### config.mk
export PLATFORM = sky130hd
export DESIGN_NAME = alu_top_unit
export DESIGN_NICKNAME = d
export VERILOG_FILES = /design/src/rtl/alu_pkg.sv /design/src/rtl/alu_fun_decoder.sv /design/src/rtl/alu_top_unit.sv
export SDC_FILE = /design/constraint.sdc
export NUM_CORES = 1
export LEC_CHECK = 0
export ABC_AREA = 0
export CORE_MARGIN = 8
export CORE_UTILIZATION = 50
export CTS_CLUSTER_SIZE = 25
export DETAILED_ROUTE_END_ITERATION = 7
export GPL_ROUTABILITY_DRIVEN = 0
export PLACE_DENSITY = 0.71
export SLEW_MARGIN = 20
export SYNTH_ARGS = -nofsm -noshare
export SYNTH_HDL_FRONTEND = slang
export SYNTH_SLANG_ARGS = --single-unit
### constraint.sdc
create_clock -name CLK -period 45 [get_ports CLK]
set_clock_uncertainty 0.05 [all_clocks]
set_input_delay 9 -clock CLK [delete_from_list [all_inputs] [get_ports CLK]]
set_output_delay 9 -clock CLK [all_outputs]
set_load 0.05 [all_outputs]
### src/rtl/alu_pkg.sv
// Shared definitions for the registered ALU: width default, group and
// opcode encodings, and compare result codes.
package alu_pkg;

   localparam int DATA_WIDTH_DEF = 16;

   // ALU_FUN[3:2] group select
   typedef enum logic [1:0] {
      GRP_ARITH = 2'b00,
      GRP_LOGIC = 2'b01,
      GRP_CMP   = 2'b10,
      GRP_SHIFT = 2'b11
   } alu_grp_e;

   // Full 4-bit opcodes
   localparam logic [3:0] OP_ADD  = 4'b0000;
   localparam logic [3:0] OP_SUB  = 4'b0001;
   localparam logic [3:0] OP_MUL  = 4'b0010;
   localparam logic [3:0] OP_DIV  = 4'b0011;
   localparam logic [3:0] OP_AND  = 4'b0100;
   localparam logic [3:0] OP_OR   = 4'b0101;
   localparam logic [3:0] OP_NAND = 4'b0110;
   localparam logic [3:0] OP_NOR  = 4'b0111;
   localparam logic [3:0] OP_NOP  = 4'b1000;
   localparam logic [3:0] OP_CEQ  = 4'b1001;
   localparam logic [3:0] OP_CGT  = 4'b1010;
   localparam logic [3:0] OP_CLT  = 4'b1011;
   localparam logic [3:0] OP_SRA  = 4'b1100;
   localparam logic [3:0] OP_SLA  = 4'b1101;
   localparam logic [3:0] OP_SRB  = 4'b1110;
   localparam logic [3:0] OP_SLB  = 4'b1111;

   // Compare result codes
   localparam int CMP_EQ = 1;
   localparam int CMP_GT = 2;
   localparam int CMP_LT = 3;

endpackage

### src/rtl/alu_fun_decoder.sv
// Decodes the group field of the function code into one-hot group enables.
module alu_fun_decoder
   import alu_pkg::*;
(
   input  logic [1:0] grp,
   output logic       arith_en,
   output logic       logic_en,
   output logic       cmp_en,
   output logic       shift_en
);

   // One-hot enable per functional group
   always_comb begin
      arith_en = 1'b0;
      logic_en = 1'b0;
      cmp_en   = 1'b0;
      shift_en = 1'b0;
      case (alu_grp_e'(grp))
         GRP_ARITH: arith_en = 1'b1;
         GRP_LOGIC: logic_en = 1'b1;
         GRP_CMP:   cmp_en   = 1'b1;
         GRP_SHIFT: shift_en = 1'b1;
         default:   arith_en = 1'b0;
      endcase
   end

endmodule

### src/rtl/alu_top_unit.sv
// Registered 16-bit ALU with four functional groups, each with its own
// result bus and valid flag. One cycle latency, one result per cycle.
module alu_top_unit
   import alu_pkg::*;
#(
   parameter int DATA_WIDTH = DATA_WIDTH_DEF
) (
   input  logic                  CLK,
   input  logic                  RST,
   input  logic [DATA_WIDTH-1:0] A,
   input  logic [DATA_WIDTH-1:0] B,
   input  logic [3:0]            ALU_FUN,
   output logic [DATA_WIDTH-1:0] Arith_OUT,
   output logic                  Carry_OUT,
   output logic [DATA_WIDTH-1:0] Logic_OUT,
   output logic [DATA_WIDTH-1:0] CMP_OUT,
   output logic [DATA_WIDTH-1:0] Shift_OUT,
   output logic                  Arith_Flag,
   output logic                  Logic_Flag,
   output logic                  CMP_Flag,
   output logic                  Shift_Flag
);

   // Division with a defined zero result for a zero divisor
   function automatic logic [DATA_WIDTH-1:0] safe_div(
      input logic [DATA_WIDTH-1:0] num,
      input logic [DATA_WIDTH-1:0] den
   );
      if (den == '0)
         return '0;
      return num / den;
   endfunction

   logic                  arith_en_p0, logic_en_p0, cmp_en_p0, shift_en_p0;
   logic [DATA_WIDTH:0]   ext_sum_p0;
   logic [DATA_WIDTH:0]   ext_diff_p0;
   logic [DATA_WIDTH-1:0] arith_res_p0;
   logic                  carry_res_p0;
   logic [DATA_WIDTH-1:0] logic_res_p0;
   logic [DATA_WIDTH-1:0] cmp_res_p0;
   logic [DATA_WIDTH-1:0] shift_res_p0;

   alu_fun_decoder u_dec (
      .grp      (ALU_FUN[3:2]),
      .arith_en (arith_en_p0),
      .logic_en (logic_en_p0),
      .cmp_en   (cmp_en_p0),
      .shift_en (shift_en_p0)
   );

   // p0: combinational group datapaths
   assign ext_sum_p0  = {1'b0, A} + {1'b0, B};
   assign ext_diff_p0 = {1'b0, A} - {1'b0, B};

   // Arithmetic group; the extra MSB of add/sub is carry/borrow
   always_comb begin
      arith_res_p0 = '0;
      carry_res_p0 = 1'b0;
      case (ALU_FUN)
         OP_ADD: begin
            arith_res_p0 = ext_sum_p0[DATA_WIDTH-1:0];
            carry_res_p0 = ext_sum_p0[DATA_WIDTH];
         end
         OP_SUB: begin
            arith_res_p0 = ext_diff_p0[DATA_WIDTH-1:0];
            carry_res_p0 = ext_diff_p0[DATA_WIDTH];
         end
         OP_MUL:  arith_res_p0 = DATA_WIDTH'(A * B);
         OP_DIV:  arith_res_p0 = safe_div(A, B);
         default: arith_res_p0 = '0;
      endcase
   end

   // Logic group
   always_comb begin
      logic_res_p0 = '0;
      case (ALU_FUN)
         OP_AND:  logic_res_p0 = A & B;
         OP_OR:   logic_res_p0 = A | B;
         OP_NAND: logic_res_p0 = ~(A & B);
         OP_NOR:  logic_res_p0 = ~(A | B);
         default: logic_res_p0 = '0;
      endcase
   end

   // Compare group, unsigned; code is 0 when the tested relation fails
   always_comb begin
      cmp_res_p0 = '0;
      case (ALU_FUN)
         OP_NOP:  cmp_res_p0 = '0;
         OP_CEQ:  cmp_res_p0 = (A == B) ? DATA_WIDTH'(CMP_EQ) : '0;
         OP_CGT:  cmp_res_p0 = (A > B)  ? DATA_WIDTH'(CMP_GT) : '0;
         OP_CLT:  cmp_res_p0 = (A < B)  ? DATA_WIDTH'(CMP_LT) : '0;
         default: cmp_res_p0 = '0;
      endcase
   end

   // Shift group, logical with zero fill
   always_comb begin
      shift_res_p0 = '0;
      case (ALU_FUN)
         OP_SRA:  shift_res_p0 = A >> 1;
         OP_SLA:  shift_res_p0 = A << 1;
         OP_SRB:  shift_res_p0 = B >> 1;
         OP_SLB:  shift_res_p0 = B << 1;
         default: shift_res_p0 = '0;
      endcase
   end

   // p1: output registers; unselected groups load zero
   always_ff @(posedge CLK) begin
      if (RST) begin
         Arith_OUT  <= '0;
         Carry_OUT  <= 1'b0;
         Logic_OUT  <= '0;
         CMP_OUT    <= '0;
         Shift_OUT  <= '0;
         Arith_Flag <= 1'b0;
         Logic_Flag <= 1'b0;
         CMP_Flag   <= 1'b0;
         Shift_Flag <= 1'b0;
      end else begin
         Arith_OUT  <= arith_en_p0 ? arith_res_p0 : '0;
         Carry_OUT  <= arith_en_p0 & carry_res_p0;
         Logic_OUT  <= logic_en_p0 ? logic_res_p0 : '0;
         CMP_OUT    <= cmp_en_p0   ? cmp_res_p0   : '0;
         Shift_OUT  <= shift_en_p0 ? shift_res_p0 : '0;
         Arith_Flag <= arith_en_p0;
         Logic_Flag <= logic_en_p0;
         CMP_Flag   <= cmp_en_p0;
         Shift_Flag <= shift_en_p0;
      end
   end

endmodule

; Word-level counts from Yosys, hierarchy flattened
; Index checks and enable logic that the tools add are counted.
[totals]
latchBits = 0
register_bits = 69
out_inout_bits = 69
mem_bits_rw = 0
romBits = 0
n_memories = 0
wordCells = 65
[op_classes]
reduce_logical = 7
n_lt_le_gt_ge = 2
mux = 16
multipliers = 1
div = 1
eq_ne = 18
n_shift = 0
addsub = 2
bitwise_logic = 9
[op_table]
columns = op, n
row1 = 16-bit case mux with 4 select lines, 3
row2 = 16-bit two-way mux, 2
row3 = 16-bit NOT, 2
row4 = "4-bit == test, second input constant", 7
row5 = 16-bit by 16-bit adder with 17-bit output, 1
row6 = 16-bit by 16-bit subtractor with 17-bit output, 1
row7 = 16-bit AND, 1
row8 = 16-bit by 16-bit divider with 16-bit output, 1
row9 = 16-bit == test, 1
row10 = "4-bit by 3-bit == test with 1-bit output, second input constant", 4
row11 = 16-bit > comparator, 1
row12 = 16-bit zero test, 1
row13 = 16-bit less-than comparator, 1
row14 = 16-bit by 16-bit multiplier with 16-bit output, 1
row15 = 16-bit bitwise OR, 1
row16 = "4-bit by 2-bit == test with 1-bit output, second input constant", 2
row17 = 2-bit OR reduction, 4
row18 = 1-bit two-way mux, 7
row19 = 2-bit case mux with 3 select lines, 1
row20 = "2-bit == test, second input constant", 2
row21 = "4-bit by 1-bit == test with 1-bit output, second input constant", 1
row22 = 4-bit zero test, 1
row23 = 2-bit two-way mux, 2
row24 = 1-bit NOT, 4
row25 = other kinds (4), 4

; Longest topological paths before layout
[logic_depth]
word_depth = 5
mapped_depth = 136
depth_no_buf = 125

; By module
; A second synthesis with hierarchy kept.
[unflattened]
hier_cells = 1989
area_unflattened_um2 = 15067.0
[modules_own_cells]
columns = module, cells_per_inst, seq_area_each_um2, instances, area_per_inst_um2
row1 = alu_top_unit, 1985, 1101.1, 1, 15040.7
row2 = alu_fun_decoder, 4, 0.0, 1, 26.3

; Least setup slack after synthesis
; OpenSTA, ideal clock, no wires.
[synth_path]
path_type = in2reg
start = in B[0]
end = reg Arith_OUT[0]
path_stages = 120
setup_slack_ns = 10.241
setup_ns = 0.132
n_path_buf = 10
required_time_ns = 44.818
arrival_time_ns = 34.577
path_cell_list = clkbuf_1 -> clkinv_1 -> ha_1 -> a41oi_1 -> a21oi_1 -> ha_1 -> o21ai_0 -> or2b_1 -> and3_4 -> mux2i_2 -> ha_1 -> o21a_1 -> or3_1 -> a221oi_1 -> nor2_1 -> ha_1 -> o21a_1 -> o22ai_1 -> (+84 left out) -> a41o_1 -> or4_1 -> nand3_1 -> a21oi_1 -> clkbuf_8 -> nor2_1 -> a21oi_1 -> ha_1 -> a21boi_0 -> o21a_1 -> o21a_1 -> o21a_1 -> o21ai_0 -> nand2b_1 -> a21oi_1 -> nor3_1 -> o211ai_1 -> a21oi_1
[synth_via]
elab_chain_len = 5
[synth_lines]
columns = item, line
row1 = start: declaration, alu_top_unit.sv:11  ; input logic [DATA_WIDTH-1:0] B,
row2 = "parallel branches: the longest is 4 deep, another holds 16-bit by 16-bit divider with 16-bit output", --
row3 = 16-bit case mux with 4 select lines *, alu_top_unit.sv:59  ; case (ALU_FUN)
row4 = end signal: assignment, alu_top_unit.sv:123  ; Arith_OUT <= arith_en_p0 ? arith_res_p0 : '0;
row5 = end: declaration, alu_top_unit.sv:13  ; output logic [DATA_WIDTH-1:0] Arith_OUT,
; Every way passes the cells marked *. The select of a mux whose other input is x is not followed.
; A chain may end at the register's enable or synchronous reset.

; Final worst setup path
[layout_path]
start = in B[8]
end = reg Arith_OUT[0]
[layout_via]
elab_chain_len = 5
[layout_lines]
columns = item, line
row1 = "parallel branches: the longest is 3 deep, another holds 16-bit by 16-bit divider with 16-bit output", --
row2 = 16-bit two-way mux *, alu_top_unit.sv:31  ; return num / den;
row3 = 16-bit case mux with 4 select lines *, alu_top_unit.sv:59
; Marks and branches as above.

==> results.md <==
* Global-route wire length before repair at 82,500 um
* Pre-antenna DRT Iters at 6
* Root Buffer: clkbuf_16
* Port bufs at 92
* CP delay by family, top: compound AO/OA/AOI/OAI gates
* Starting Density at 0.504
* Critical Path RT at 45.13 ns
* Arr. time, crit path at 39.91 ns
* Site row count at 63
* Nets at 2,343
* Hold WC Path Type: primary input to flop
* Routed wire length at 53,400 um
* CTS Buffer Depth at 2
* Ports at 107
* GRT Util Overall at 0.291
* WS Path Type: primary input to flop
* Slowest cell on crit path: clkdlybuf4s50_1
* Pwr dens at 34.3 nW/um^2
* Post_cts resized at 0
* Vias in the first global route at 14,600
* Post-synth ARST share at 0
* TritonCTS Buffers at 5
* Drt wl/cell at 22.5 um
* Sequential element share of the synthesized area at 0.0741
* Final worst-path cycle share at 0.884
* Hold-fix buffers, CTS at 0
* Post-synth EDFFs at 0
* Initial antenna violation count at 1
* Hold Fails Final Rpt at 0
* Unique masters post-synth at 97
* Cells after Synth at 1,948
* Crit path max fanout at 26
* H-tree Lvls at 2
* Peak supply drop at 0.0291 mV
* Slew Limit Headroom at 0.324
* Buffer count from post-CTS setup fixing at 0
* Setup crit start kind: primary input
* Status: finished, final reports clean
* RSZ-0062 raised after global routing: false
* Synthesis-to-finish area growth at 8.70%
* Worst Path Buf+Inv at 5
* Most used flip-flop cell after synthesis: dfxtp_1
* DP HPWL at 40,700 um
* Worst-Margin Slew at 1.01 ns
* Synthesis Warnings at 0
* CP peak stage delay at 0.92 ns
* Final setup vio count at 0
* WHS at 9.36 ns
* Largest net degree at the start of global routing at 55
* Worst path most repeated cell: ha_1
* Clock sinks at 55
* Fraction of layout cells with a size suffix above 1 at 0.0634
* Total power after layout at 0.555 mW
* Core ar. at 29,500 um^2
* Min Clock Period, post-route at 39.77 ns
* Via Count at 15,100
* Synthesized area per cell at 7.63 um^2
* Slew Limit Fails at 0
* Grt total ovfl at 0
* Static Leak at 7.33 nW
* DRT iter0 DRCs at 1,733
* Diode count at 0
* Fin Setup TNS at 0 ns
* Chip Width at 188 um
* Area post-placement at 16,000 um^2
* Die area at 35,500 um^2
* Clk pin slew, worst setup/hold paths at 0.10 ns
* DR vias/cell at 6.37
* Post-route ant nets at 0
* Mapped cell area at 14,900 um^2
* Final Cell Area at 16,200 um^2
* Seq cells post-synth at 55
* DRC errors left at 0
* Die Span Y at 188 um
* Critical path endpoint category: flop
* Max-cap viol count at 0
* F_max at 0.0251 GHz
* CTS tree: built
==> report_power, final <==
| group | total, mW | switching [mW] | internal (mW) |
|---|---|---|---|
| registers | 0.0506 | 0.000426 | 0.0502 |
| clock network | 0.0456 | 0.0239 | 0.0217 |
| logic | 0.458 | 0.280 | 0.179 |
==> logic make-up (layout without fill, tap and decap cells) <==
group,count (synthesis),count (layout),synth area share
simple gates,623,623,0.199
compound gates,473,473,0.216
fa+ha+maj,318,318,0.309
buf+inv,295,322,0.0875
xor+xnor,137,137,0.0807
flops,55,55,0.0741
mux,46,46,0.0337
other cells,1,14,0.000252
==> flip-flops by register name, summed over array words and instances (netlist names) <==
signal,cells
Carry_OUT,1
Arith_OUT,16
CMP_Flag,1
CMP_OUT,2
Arith_Flag,1
Shift_Flag,1
Logic_OUT,16
Shift_OUT,16
Logic_Flag,1
==> through the flow <==
step | util | instances | worst slack [ns]
CTS | 0.547 | 2378 | 5.59
detailed placement | 0.542 | 2370 | 5.31
global placement | 0.542 | 2370 | 6.14
finish | 0.548 | 2378 | 5.23
floorplan | - | 1961 | 10.24
global route | 0.548 | 2378 | 3.62
==> layout by cell type, fill, tap and decap left out, drive strengths merged, types with 6 or more instances in the layout <==
master / n
or3: 22
mux2: 29
nor2b: 16
nor4: 13
buf: 34
xor2: 32
and2: 11
o21a: 36
a222oi: 23
a22oi: 9
nand4: 17
o31ai: 21
clkdlybuf4s50: 91
nand2b: 15
or2: 16
a21boi: 6
nand2: 179
conb: 14
o21ai: 94
a211o: 6
clkinv: 6
o21bai: 9
a21oi: 129
mux2i: 17
a31oi: 8
ha: 236
xnor2: 105
o31a: 6
a21o: 35
a211oi: 9
dfxtp: 55
nand3: 34
inv: 186
nor3: 55
fa: 82
o211ai: 17
o22ai: 9
and3: 14
or4: 6
nor2: 212
==> cell usage after synthesis, types with 12 or more instances <==
cell type  count  share of area
o21a_1        36          0.018
a21o_1        35          0.018
clkbuf_1      70          0.018
mux2i_1       16          0.011
clkbuf_8      13          0.012
ha_1         236           0.20
nand4_1       17         0.0072
a21oi_1      127          0.043
fa_1          82           0.11
buf_4         14         0.0071
nand2b_1      15         0.0063
o211ai_1      16         0.0081
inv_1        183          0.046
or2_2         15         0.0063
mux2_2        29          0.022
nand3_1       34          0.011
nor2b_1       16         0.0067
dfxtp_1       55          0.074
o31ai_1       20          0.010
or3_1         20         0.0084
a222oi_1      23          0.015
nand2_1      178          0.045
o21ai_0       88          0.030
nor3_1        52          0.018
xnor2_1      105          0.062
nor2_1       210          0.053
and3_1        12         0.0051
xor2_1        32          0.019
==> final timing paths <==
kind	from	end	slack, ns	depth (start not counted)
setup / recovery	B[8]	Arith_OUT[0]	5.23	118
hold / removal	ALU_FUN[1]	Logic_OUT[4]	9.36	4
==> per-layer routing <==
layer  up-vias  wire length, um  GRT usage
met2      1017            22600      0.447
met4         2             3670      0.175
li1       6866                -          -
met5         -               14          0
met3       259             6330     0.0599
met1      6998            20800      0.371
==> final cells by class <==
type / count / area, um^2
clock buffers: 5 / 125
multi-input cells: 1611 / 12500
inverters: 189 / 709
flip-flops and latches: 55 / 1100
repair buffers: 125 / 1160
well taps: 390 / 488
clock inverters: 3 / 28.8
fillers: 2804 / 13300
Power figures use the tool's default switching activity.
